$ cat config.mk
export PLATFORM = sky130hd
export DESIGN_NAME = abs_share_arb
export DESIGN_NICKNAME = d
export VERILOG_FILES = /design/src/rtl/abs_arb_pkg.sv /design/src/rtl/abs_sat_unit.sv /design/src/rtl/abs_share_arb.sv
export SDC_FILE = /design/constraint.sdc
export NUM_CORES = 1
export LEC_CHECK = 0
export BUFFER_PORTS_ARGS = -buffer_cell sky130_fd_sc_hd__buf_2
export CORE_UTILIZATION = 45
export DETAILED_ROUTE_END_ITERATION = 8
export HOLD_SLACK_MARGIN = 0.06
export PLACE_DENSITY = 0.77
export SLEW_MARGIN = 20
export SYNTH_ARGS = -nofsm -noshare
export SYNTH_HDL_FRONTEND = slang
export SYNTH_SLANG_ARGS = --single-unit
$ cat constraint.sdc
create_clock -name clk -period 5.6 [get_ports clk]
set_input_delay 0 -clock clk [delete_from_list [all_inputs] [get_ports clk]]
set_output_delay 0 -clock clk [all_outputs]
set_load 0.02 [all_outputs]
$ cat src/rtl/abs_arb_pkg.sv
// Shared types and helpers for the round-robin absolute-value arbiter.
// Optional saturation flag port is enabled with ABS_ARB_SAT_FLAG_EN.
package abs_arb_pkg;

  localparam int ABS_ARB_MAX_REQ = 16;
  localparam int ABS_ARB_MAX_W   = 64;

  typedef struct packed {
    logic [ABS_ARB_MAX_W-1:0] data;
    logic [3:0]               id;
    logic                     sat;
  } abs_rsp_t;

  // Returns {sat, |x|} for a W-bit signed operand sign-extended into x.
  function automatic logic [ABS_ARB_MAX_W:0] abs_sat(input logic signed [ABS_ARB_MAX_W-1:0] x,
                                                      input int w);
    logic signed [ABS_ARB_MAX_W-1:0] v_min;
    logic        [ABS_ARB_MAX_W-1:0] v_max;
    v_min = -(64'sd1 <<< (w - 1));
    v_max = (64'd1 << (w - 1)) - 64'd1;
    if (x == v_min)
      abs_sat = {1'b1, v_max};
    else if (x < 0)
      abs_sat = {1'b0, 64'(-x)};
    else
      abs_sat = {1'b0, 64'(x)};
  endfunction

endpackage

$ cat src/rtl/abs_sat_unit.sv
// Combinational saturating two's-complement absolute value.
// The sat output exists only when ABS_ARB_SAT_FLAG_EN is defined.
module abs_sat_unit #(
  parameter int pDATA_WIDTH = 32
) (
  input  logic [pDATA_WIDTH-1:0] i_x,
`ifdef ABS_ARB_SAT_FLAG_EN
  output logic                   o_sat,
`endif
  output logic [pDATA_WIDTH-1:0] o_abs
);

  localparam logic [pDATA_WIDTH-1:0] lpMIN = {1'b1, {(pDATA_WIDTH-1){1'b0}}};

  logic signed [pDATA_WIDTH-1:0] w_x;
  logic                          w_is_min;

  assign w_x      = i_x;
  assign w_is_min = (i_x == lpMIN);

  // The most negative value has no positive counterpart; clamp to the max.
  always_comb begin
    if (w_is_min)
      o_abs = ~lpMIN;
    else if (w_x < 0)
      o_abs = ~i_x + 1'b1;
    else
      o_abs = i_x;
  end

`ifdef ABS_ARB_SAT_FLAG_EN
  assign o_sat = w_is_min;
`endif

endmodule

$ cat src/rtl/abs_share_arb.sv
// Round-robin arbiter sharing one saturating abs datapath among requesters.
// Define ABS_ARB_SAT_FLAG_EN to add the rsp_sat port and its register.
module abs_share_arb
  import abs_arb_pkg::*;
#(
  parameter int pDATA_WIDTH = 32,
  parameter int pNUM_REQ    = 4,
  parameter int pID_WIDTH   = $clog2(pNUM_REQ)
) (
  input  logic                            clk,
  input  logic                            rst,
  input  logic [pNUM_REQ-1:0]             req_valid,
  input  logic [pNUM_REQ*pDATA_WIDTH-1:0] req_data,
  output logic [pNUM_REQ-1:0]             req_ready,
  output logic                            rsp_valid,
  input  logic                            rsp_ready,
  output logic [pDATA_WIDTH-1:0]          rsp_data,
`ifdef ABS_ARB_SAT_FLAG_EN
  output logic                            rsp_sat,
`endif
  output logic [pID_WIDTH-1:0]            rsp_id
);

  logic                   w_can_accept;
  logic                   w_gnt_found;
  logic [pID_WIDTH-1:0]   w_gnt_id;
  logic [pID_WIDTH:0]     w_scan;
  logic [pNUM_REQ-1:0]    w_ready;
  logic                   w_hs;
  logic [pDATA_WIDTH-1:0] w_opnd;
  logic [pDATA_WIDTH-1:0] w_abs;

  logic [pID_WIDTH-1:0]   r_rr_ptr;
  logic                   r_rsp_valid;
  logic [pDATA_WIDTH-1:0] r_rsp_data;
  logic [pID_WIDTH-1:0]   r_rsp_id;

  assign w_can_accept = !r_rsp_valid || rsp_ready;

  // Scan upward from the pointer, wrapping at pNUM_REQ (not at a power of two).
  always_comb begin
    w_gnt_found = 1'b0;
    w_gnt_id    = '0;
    w_scan      = '0;
    for (int k = 0; k < pNUM_REQ; k++) begin
      w_scan = {1'b0, r_rr_ptr} + (pID_WIDTH+1)'(k);
      if (w_scan >= (pID_WIDTH+1)'(pNUM_REQ))
        w_scan = w_scan - (pID_WIDTH+1)'(pNUM_REQ);
      if (!w_gnt_found && req_valid[w_scan[pID_WIDTH-1:0]]) begin
        w_gnt_found = 1'b1;
        w_gnt_id    = w_scan[pID_WIDTH-1:0];
      end
    end
  end

  always_comb begin
    w_ready = '0;
    if (w_gnt_found && w_can_accept && !rst)
      w_ready[w_gnt_id] = 1'b1;
  end

  assign w_hs      = |w_ready;
  assign req_ready = w_ready;
  assign w_opnd    = req_data[w_gnt_id*pDATA_WIDTH +: pDATA_WIDTH];

`ifdef ABS_ARB_SAT_FLAG_EN
  logic w_sat;
  logic r_rsp_sat;

  abs_sat_unit #(.pDATA_WIDTH(pDATA_WIDTH)) u_abs (
    .i_x   (w_opnd),
    .o_sat (w_sat),
    .o_abs (w_abs)
  );

  always_ff @(posedge clk) begin
    if (rst)
      r_rsp_sat <= 1'b0;
    else if (w_hs)
      r_rsp_sat <= w_sat;
  end

  assign rsp_sat = r_rsp_sat;
`else
  abs_sat_unit #(.pDATA_WIDTH(pDATA_WIDTH)) u_abs (
    .i_x   (w_opnd),
    .o_abs (w_abs)
  );
`endif

  // Output register stage: load on handshake, clear on a lone transfer.
  always_ff @(posedge clk) begin
    if (rst) begin
      r_rsp_valid <= 1'b0;
      r_rsp_data  <= '0;
      r_rsp_id    <= '0;
      r_rr_ptr    <= '0;
    end else if (w_hs) begin
      r_rsp_valid <= 1'b1;
      r_rsp_data  <= w_abs;
      r_rsp_id    <= w_gnt_id;
      r_rr_ptr    <= (w_gnt_id == pID_WIDTH'(pNUM_REQ - 1)) ? '0 : w_gnt_id + 1'b1;
    end else if (rsp_ready) begin
      r_rsp_valid <= 1'b0;
    end
  end

  assign rsp_valid = r_rsp_valid;
  assign rsp_data  = r_rsp_data;
  assign rsp_id    = r_rsp_id;

endmodule

==> results of run 1 <==
state kept, by name, indices dropped and copies added (netlist names):
register	count
rsp_valid	1
rsp_id	2
rsp_data	32
r_rr_ptr	2
critical path, stage by stage (launching register included):
cell	delay (ns)
dfxtp_1	0.43
mux2i_1	0.21
nor2_1	0.05
or3_1	0.61
buf_4	0.31
clkinv_8	0.18
nand3_1	0.13
a222oi_1	0.51
and4_4	0.37
nand4b_4	0.15
nor3_2	0.20
nor2_4	0.22
a211oi_1	0.27
layer usage:
metal  vias to the layer above  GRT usage  routed length, um
met3                        29     0.0578                985
li1                       2030          -                  -
met1                      1950      0.347               4910
met4                         0      0.104                351
met5                         -          0                  0
met2                       221      0.484               5650
worst paths after layout:
| check | endpoint | startpoint | cells past startpoint | slack, ns |
|---|---|---|---|---|
| setup / recovery | rsp_data[23]$_SDFFE_PP0P_ | r_rr_ptr[1]$_SDFFE_PP0P_ | 12 | 1.83 |
| setup reg to reg | rsp_data[23]$_SDFFE_PP0P_ | r_rr_ptr[1]$_SDFFE_PP0P_ | 12 | 1.83 |
| hold reg to reg | rsp_data[30]$_SDFFE_PP0P_ | rsp_data[30]$_SDFFE_PP0P_ | 2 | 0.47 |
| hold / removal | rsp_data[0]$_SDFFE_PP0P_ | req_data[32] | 5 | 0.18 |
metrics by stage:
stage	util	power, mW
2_1_floorplan	-	1.42
3_3_place_gp	0.561	1.68
3_5_place_dp	0.561	1.71
4_1_cts	0.575	1.91
5_1_grt	0.575	2.06
6_report	0.575	1.93
kinds of logic (layout without fill, tap and decap cells):
group,count (synthesis),in the layout,share of synthesized area
mux,7,7,0.0200
fa+ha+maj,5,5,0.0175
simple gates,229,229,0.317
flops,37,37,0.208
buf+inv,46,193,0.0958
xor+xnor,28,28,0.0687
compound gates,131,131,0.273
timing repair:
| item | 4_1_cts | 5_1_grt |
|---|---|---|
| endpoints found under the hold margin | 1 | 0 |
| setup buffers | 0 | 0 |
| hold buffers | 1 | 0 |
cell usage in the layout (no fill, tap or decap), types with 10 or more instances in the layout:
cell type / Yosys / layout
buf_2: 0 / 173
nand3_1: 76 / 76
nand2_1: 69 / 69
o21ai_0: 46 / 46
nor2_1: 41 / 41
dfxtp_1: 37 / 37
a211oi_2: 24 / 24
a21oi_1: 16 / 16
a211oi_1: 16 / 16
xor2_1: 15 / 15
xnor2_1: 13 / 13
and3_1: 10 / 10
a31o_2: 10 / 10
power by group:
group / switching (mW) / internal, mW / leakage, nW / total (mW)
clock: 0.107 / 0.0999 / 0.0512 / 0.207
sequential: 0.0587 / 0.359 / 0.306 / 0.418
combinational: 0.835 / 0.465 / 1.74 / 1.30
total: 1.00 / 0.925 / 2.10 / 1.93
layout make-up:
type,instances,share of cell area
inverters,5,0.00708
multi-input cells,400,0.566
repair buffers,180,0.208
clock buffers,6,0.0187
well taps,102,0.0289
clock inverters,2,0.00311
flip-flops and latches,37,0.168
==> results.yml, run 1 <==
detailed_routing:
  drt_iter0_drc: 316
  avgRoutedWirePerCell_um: 16.2
  vias_per_cell: 5.78
  wl_um: 11900
  first_pass_iters: 5
  vias: 4230
  ant_nets: 0
  route.detailed.drc: 0
power_and_ir_drop:
  peakVddDrop_uv: 158
  leakage_nw: 2.10
  p_per_area_nw_per_um2: 436
logic_synthesis:
  async_reset_ff_frac: 0
  synthFlopType: "dfxtp_1"
  ys_seq_area_frac: 0.208
  ys_top_cells_by_count: "nand3_1 (76), nand2_1 (69), o21ai_0 (46)"
  yosysWarnings: 0
  synth_edf_count: 0
  synth_area_per_cell_sq_um: 7.39
  synthDistinctLibCells: 58
  yosys-top-cells-area: "dfxtp_1 (21%), nand3_1 (11%), a211oi_2 (8.4%), nand2_1 (7.3%), o21ai_0 (6.5%)"
  ys_ff_latch: 37
  yosysMostFrequentCell: "nand3_1"
  synth_top_area_frac: 0.208
  syn_inst: 483
  synth_area_sq_um: 3570
  syn-num-nets: 623
  yosysTopAreaCell: "dfxtp_1"
cells_and_area:
  fillers: 740
  final_layout_size_suffix_gt1_frac: 0.389
  seqCellArea_sq_um: 741
  area_growth_pct: 23.9
  final_area_sq_um: 4420
  multi_input_comb_area_sq_um: 2500
  instances_no_fill: 732
  final_net_count: 769
  diodes: 0
timing:
  max_freq_ghz: 0.265
  hold_viol: 0
  rsz0062_at_grt: "no"
  slew_headroom: 0.343
  setup_violations: 0
  fin_crit_ns: 3.77
  tightest_slew_ns: 0.983
  hold_ws_ns: 0.178
  tns_ns: 0
  fin_crit_sh: 0.674
  skew_ns: 0.00751
  maxSlewViolCount: 0
  timing.final.ws_setup_ns: 1.83
cts:
  root_buffer: "clkbuf_8"
  clkSinkCount: 37
  insertion_delay_ns: 0.31
  post_cts_resized: 0
  cts_inserted_buffers: 5
  htreeDepth: 2
  cts.clk_slew.worst_paths_ns: 0.08
  cts_tree: "yes"
  clk_path_buf_depth: 2
outcome:
  status: "finished, final reports clean"
floorplanning:
  die_w_um: 91.0
  pin_count: 174
  start_util: 0.464
  core-area_sq_um: 7690
  rows: 32
  dieArea_sq_um: 8290
  dieHeight_um: 91.0
setup_path:
  cp-end-kind: "flop"
  path_max_fanout: 46
  start_kind: "flop"
  cp.required_ns: 5.81
  cp.arrival_ns: 3.98
  critical_path_class: "reg2reg"
placed_design:
  dp_hpwl_um: 8930
  dp_slack_ns: 1.90
  port_buffers: 173
  dpl-instance-area_sq_um: 4310
  dp_cells: 723
  routabilityCongestion: 0.914
grt:
  grt_pass1_wl_um: 18800
  gr-total-overflow: 0
  grt_max_degree: 47
  first_global_vias: 3991
  grt_usage: 0.282
  antenna_found_initial: 0
flow_run:
  max_cap_violations: 0
worst_hold_path:
  hold_path_class: "in2reg"
(Power assumes the default switching activity.)
==> inputs of run 2 (changes only) <==
ABC_AREA = 1   (was default)
PLACE_DENSITY = 0.73   (was 0.77)
clock period = 3.7 ns   (was 5.6 ns; I/O delays follow)
==> run 2 against run 1 <==
  * Cell area increased by 27%
  * Largest power group unchanged
  * Critical path depth increased by 10
  * Clock power increased by 30%
  * Critical path type unchanged
  * Largest cell class unchanged
  * Clock skew decreased by 0.0010 ns
  * Synthesized cell count increased by 72%
  * Clock-buffer cell count increased by 2
  * First-iteration DRC count increased by 37%
  * Utilization decreased by 0.60 points
  * Via count increased by 37%
==> results.yml, run 2 <==
cells_and_area:
  area_growth_pct: 21.1
  instances_no_fill: 1114
  final_common_cell: "nand2_1"
  final_layout_size_suffix_gt1_frac: 0.267
  diodes: 0
  layout_common_cells: "nand2_1 (295), buf_2 (173), inv_1 (88)"
  seqCellArea_sq_um: 741
  final_area_sq_um: 5610
  final_net_count: 1120
  multi_input_comb_area_sq_um: 3230
  largest_register_ffs: 32
  fin_util: 0.569
  fillers: 1105
grt:
  first_global_vias: 5017
  grt_pass1_wl_um: 23700
  gr-total-overflow: 0
  grt_max_degree: 57
  grt_usage: 0.280
  antenna_found_initial: 0
power_and_ir_drop:
  peakVddDrop_uv: 611
  p_per_area_nw_per_um2: 1150
  leakage_nw: 3.19
detailed_routing:
  drt_iter0_drc: 432
  vias_per_cell: 5.21
  vias: 5800
  route.detailed.drc: 0
  ant_nets: 0
  first_pass_iters: 5
  wl_um: 14800
  avgRoutedWirePerCell_um: 13.3
logic_synthesis:
  synth_edf_count: 0
  yosys-top-cells-area: "nand2_1 (24%), dfxtp_1 (16%), nand3_1 (8.4%), inv_1 (7.2%), nand4_1 (6.1%)"
  ys_top_cells_by_count: "nand2_1 (295), inv_1 (89), nand3_1 (78)"
  synth_area_per_cell_sq_um: 5.57
  ys_seq_area_frac: 0.160
  yosysWarnings: 0
  syn_inst: 832
  synth_top_area_frac: 0.239
  yosysTopAreaCell: "nand2_1"
  synthFlopType: "dfxtp_1"
  yosysMostFrequentCell: "nand2_1"
  ys_ff_latch: 37
  syn-num-nets: 972
  synthDistinctLibCells: 35
  synth_area_sq_um: 4640
  async_reset_ff_frac: 0
cts:
  insertion_delay_ns: 0.29
  cts.clk_slew.worst_paths_ns: 0.07
  clk_path_buf_depth: 2
  htreeDepth: 2
  cts_inserted_buffers: 5
  cts_tree: "yes"
  root_buffer: "clkbuf_8"
  clkSinkCount: 37
floorplanning:
  start_util: 0.470
  dieHeight_um: 103
  pin_count: 174
  die_w_um: 103
  rows: 36
  dieArea_sq_um: 10700
  core-area_sq_um: 9860
setup_path:
  start_kind: "flop"
  cp-end-kind: "flop"
  cp.required_ns: 3.89
  reg2regPathDepth: 22
  critical_path_class: "reg2reg"
  cp.arrival_ns: 3.60
  path_max_fanout: 38
timing:
  tns_ns: 0
  fin_crit_sh: 0.921
  rsz0062_at_grt: "no"
  max_freq_ghz: 0.293
  slew_headroom: 0.485
  maxSlewViolCount: 0
  hold_viol: 0
  hold_ws_ns: 0.0630
  skew_ns: 0.00651
  tightest_slew_ns: 0.772
  setup_violations: 0
  fin_crit_ns: 3.41
placed_design:
  dpl-instance-area_sq_um: 5500
  dp_hpwl_um: 11700
  routabilityCongestion: 0.989
  port_buffers: 173
  dp_cells: 1104
worst_hold_path:
  hold_path_class: "in2reg"
  min_path_cells: 4
outcome:
  status: "finished, final reports clean"
flow_run:
  max_cap_violations: 0
==> run 2: cell types whose count changed after synthesis, sizes merged, moves of 8 or more <==
cell    change
a211oi     -39
a31o       -10
and3       -12
buf        +31
clkbuf     -21
inv        +91
nand2     +247
nand3       +9
nand4      +47
nor2       +39
o211ai      +8
o21ai      +16
xnor2      -11
==> run 2: worst max-delay path: stages, from the launching register on <==
cell and delay [ns]:
dfxtp_1 0.44, buf_4 0.20, nand2_2 0.06, nand3_1 0.13, nand2_2 0.10, inv_2 0.09
nand2_2 0.07, nand2_4 0.14, buf_4 0.38, nand4_1 0.16, nand3_1 0.14, nand2_2 0.11
ha_1 0.23, nand2_1 0.09, nor2_2 0.04, nand2_1 0.15, nor2_4 0.07, nand4_4 0.12
nand2_4 0.09, inv_4 0.26, nand3_2 0.10, nand2_1 0.07, inv_1 0.03
==> run 2: logic make-up (layout without fill, tap and decap cells) <==
logic type      Yosys count  in the layout  share of synthesized area
compound gates           97             97                      0.127
xor+xnor                 14             14                     0.0265
fa+ha+maj                 5              5                     0.0135
buf+inv                 143            291                      0.145
flops                    37             37                      0.160
simple gates            536            537                      0.527
==> run 2: metal layers <==
metal,vias up,GRT usage,part of all wire
li1,2966,-,-
met1,2560,0.410,0.48
met2,252,0.434,0.42
met3,22,0.0343,0.083
met4,0,0.0661,0.014
met5,-,0,0
==> run 2: timing repair <==
item / CTS / global route
endpoints found under the setup margin: 0 / 29
hold endpoints to repair: 3 / 0
hold buffers: 1 / 0
resized for setup: 0 / 4
buffers inserted: 0 / 0
==> run 2: layout make-up <==
cell class,instances,area share
Timing Repair Buffer,187,0.183
Inverter,96,0.0653
Multi-Input combinational cell,653,0.576
Tap cell,133,0.0297
Clock buffer,8,0.0143
Sequential cell,37,0.132
==> run 2: path summary, 6_finish.rpt <==
kind | startpoint | end | slack (ns)
setup reg to reg | r_rr_ptr[0]$_SDFFE_PP0P_ | rsp_data[28]$_SDFFE_PP0P_ | 0.29
hold reg to reg | rsp_data[31]$_SDFFE_PP0P_ | rsp_data[31]$_SDFFE_PP0P_ | 0.48
setup / recovery | r_rr_ptr[0]$_SDFFE_PP0P_ | rsp_data[28]$_SDFFE_PP0P_ | 0.29
hold / removal | rsp_ready | rsp_valid$_SDFFE_PP0P_ | 0.06
==> run 2: metrics by stage <==
| stage | setup slack, ns | power (mW) |
|---|---|---|
| floorplan | 0.701 | 4.92 |
| global placement | 0.246 | 6.05 |
| detailed placement | 0.138 | 6.09 |
| CTS | 0.118 | 6.37 |
| global route | 0.00749 | 7.17 |
| finish | 0.291 | 6.48 |
==> run 2: power breakdown <==
group | switching (mW) | internal, mW | leakage [nW] | total, mW
combinational | 3.84 | 1.75 | 2.84 | 5.59
sequential | 0.0719 | 0.550 | 0.306 | 0.622
clock | 0.135 | 0.134 | 0.0395 | 0.269
total | 4.05 | 2.43 | 3.19 | 6.48
==> inputs of run 3 (changes only) <==
RECOVER_POWER = 50   (was default)
==> run 3 against run 2 <==
  * Register-to-register slack is essentially flat
  * Worst setup slack lost 0.0037 ns
  * First-iteration DRC count shrank 1.4%
  * Utilization shrank 0.44 points
  * Power shrank 0.34%
  * Clock-buffer cell count is the same
  * Fmax shrank 0.11%
  * Worst hold slack gained 0.0020 ns
  * Sequential cell count is the same
  * Cell area shrank 0.78%
  * Non-clock buffer count is the same
  * Critical path type unchanged
  * Clock power is essentially flat
==> results.yml, run 3 (synthesis results as in run 2) <==
setup_path:
  worstPathBufferInverterCount: 5
  r2r_end: "rsp_data[28]$_SDFFE_PP0P_"
  cp.depth: 22
  r2r_slack_ns: 0.29
  critPathSlowestCell: "dfxtp_1"
  cp.required_ns: 3.89
  rr_startpoint: "r_rr_ptr[0]$_SDFFE_PP0P_"
  reg2regPathDepth: 22
  max_stage_delay_ns: 0.44
  cp_cell_sequence: "buf_4 -> nand2_2 -> nand3_1 -> nand2_2 -> inv_2 -> nand2_2 -> nand2_4 -> buf_4 -> nand4_1 -> nand3_1 -> nand2_2 -> ha_1 -> nand2_1 -> nor2_2 -> nand2_1 -> nor2_4 -> nand4_4 -> nand2_4 -> inv_4 -> nand3_2 -> nand2_1 -> inv_1"
  path_delay_family: "simple AND/OR/NAND/NOR gates"
  critPathMostFrequentCell: "nand2_2"
  cp-end-kind: "flop"
  critical_path_class: "reg2reg"
  start_kind: "flop"
  crit_path_start: "r_rr_ptr[0]$_SDFFE_PP0P_"
  path_max_fanout: 38
  cp.arrival_ns: 3.60
  endpoint: "rsp_data[28]$_SDFFE_PP0P_"
cells_and_area:
  fin_util: 0.564
  final_layout_size_suffix_gt1_frac: 0.231
  layout_common_cells: "nand2_1 (295), buf_2 (138), inv_1 (88)"
  final_common_cell: "nand2_1"
  diodes: 0
  area_growth_pct: 20.1
  final_net_count: 1120
  final_area_sq_um: 5570
  largest_register_ffs: 32
  instances_no_fill: 1114
placed_design:
  port_buffers: 173
  dp_cells: 1104
  routabilityCongestion: 0.989
  dpl-instance-area_sq_um: 5500
  dp_hpwl_um: 11700
timing:
  slew_headroom: 0.481
  fin_crit_ns: 3.41
  tns_ns: 0
  max_freq_ghz: 0.293
  tightest_slew_ns: 0.778
  rsz0062_at_grt: "no"
  skew_ns: 0.00707
  maxSlewViolCount: 0
  setup_violations: 0
  hold_viol: 0
  fin_crit_sh: 0.922
cts:
  root_buffer: "clkbuf_8"
  cts_tree: "yes"
  cts_inserted_buffers: 5
  insertion_delay_ns: 0.29
  clkSinkCount: 37
  cts.clk_slew.worst_paths_ns: 0.07
  clk_path_buf_depth: 2
  cts_setup_buffers: 0
  htreeDepth: 2
grt:
  first_global_vias: 5017
  grt_max_degree: 57
  gr-total-overflow: 0
  antenna_found_initial: 0
  grt_pass1_wl_um: 23700
  top_usage_layer: "met2"
  grt_use_met2: 0.434
  grt_use_met3: 0.0343
  grt_usage: 0.280
  use_met1: 0.410
floorplanning:
  rows: 36
  pin_count: 174
  core-area_sq_um: 9860
  die_w_um: 103
  dieHeight_um: 103
  dieArea_sq_um: 10700
  start_util: 0.470
detailed_routing:
  ant_nets: 0
  vias: 5761
  vias_per_cell: 5.17
  route.detailed.drc: 0
  wl_um: 14900
  drt_iter0_drc: 426
  first_pass_iters: 5
  avgRoutedWirePerCell_um: 13.3
power_and_ir_drop:
  leakage_nw: 3.06
  peakVddDrop_uv: 614
  p_total_mw: 6.46
  p_per_area_nw_per_um2: 1160
worst_hold_path:
  min_from: "rsp_ready"
  hold_path_class: "in2reg"
flow_run:
  max_cap_violations: 0
outcome:
  status: "finished, final reports clean"
[run 3: cell types whose count changed in the layout (fill, tap and decap cells not counted)]
cell / change
clkbuf_1: +35
buf_2: -35
[run 3: metrics by stage]
step | hold slack [ns] | worst slack [ns]
after floorplan | 0.0691 | 0.701
after global placement | 0.244 | 0.246
after detailed placement | 0.244 | 0.138
after CTS | 0.0635 | 0.118
after global routing | 0.145 | 0.00749
final | 0.0651 | 0.288
[run 3: repair_timing]
item | 4_1_cts | 5_1_grt
resized for setup | 0 | 4
setup endpoints to repair | 0 | 29
hold buffers | 1 | 0
endpoints found under the hold margin | 3 | 0
[run 3: per-layer routing]
layer | wire, um | up-vias
li1 | - | 2969
met1 | 7170 | 2520
met2 | 6250 | 254
met3 | 1240 | 18
met4 | 196 | 0
met5 | 0 | -
[run 3: area by class of cell]
type,instances,area (sq um)
tap,133,166
timing repair buffer,187,983
clock buffer,8,80.1
inverter,96,367
fill,1118,4300
multi-input combinational,653,3230
sequential,37,741
[run 3: worst min-delay path by stage]
stage	endpoint	slack, ns	depth (start not counted)
finish	rsp_valid$_SDFFE_PP0P_	0.07	4
global route	rsp_valid$_SDFFE_PP0P_	0.15	4
CTS	rsp_valid$_SDFFE_PP0P_	0.06	4
detailed placement	r_rr_ptr[0]$_SDFFE_PP0P_	0.24	2
global placement	rsp_data[31]$_SDFFE_PP0P_	0.24	2
floorplan	r_rr_ptr[0]$_SDFFE_PP0P_	0.07	1
[run 3: power by group]
group	total (mW)	switching (mW)	leakage (nW)	internal (mW)
Combinational	5.56	3.85	2.71	1.71
Clock	0.268	0.135	0.0395	0.134
Sequential	0.626	0.0761	0.306	0.550
Total	6.46	4.06	3.06	2.40
[run 3: tightest hold or removal path, stage by stage]
cell and delay [ns]:
buf_2 0.08, nor2_1 0.05, o21ai_0 0.14, inv_1 0.05
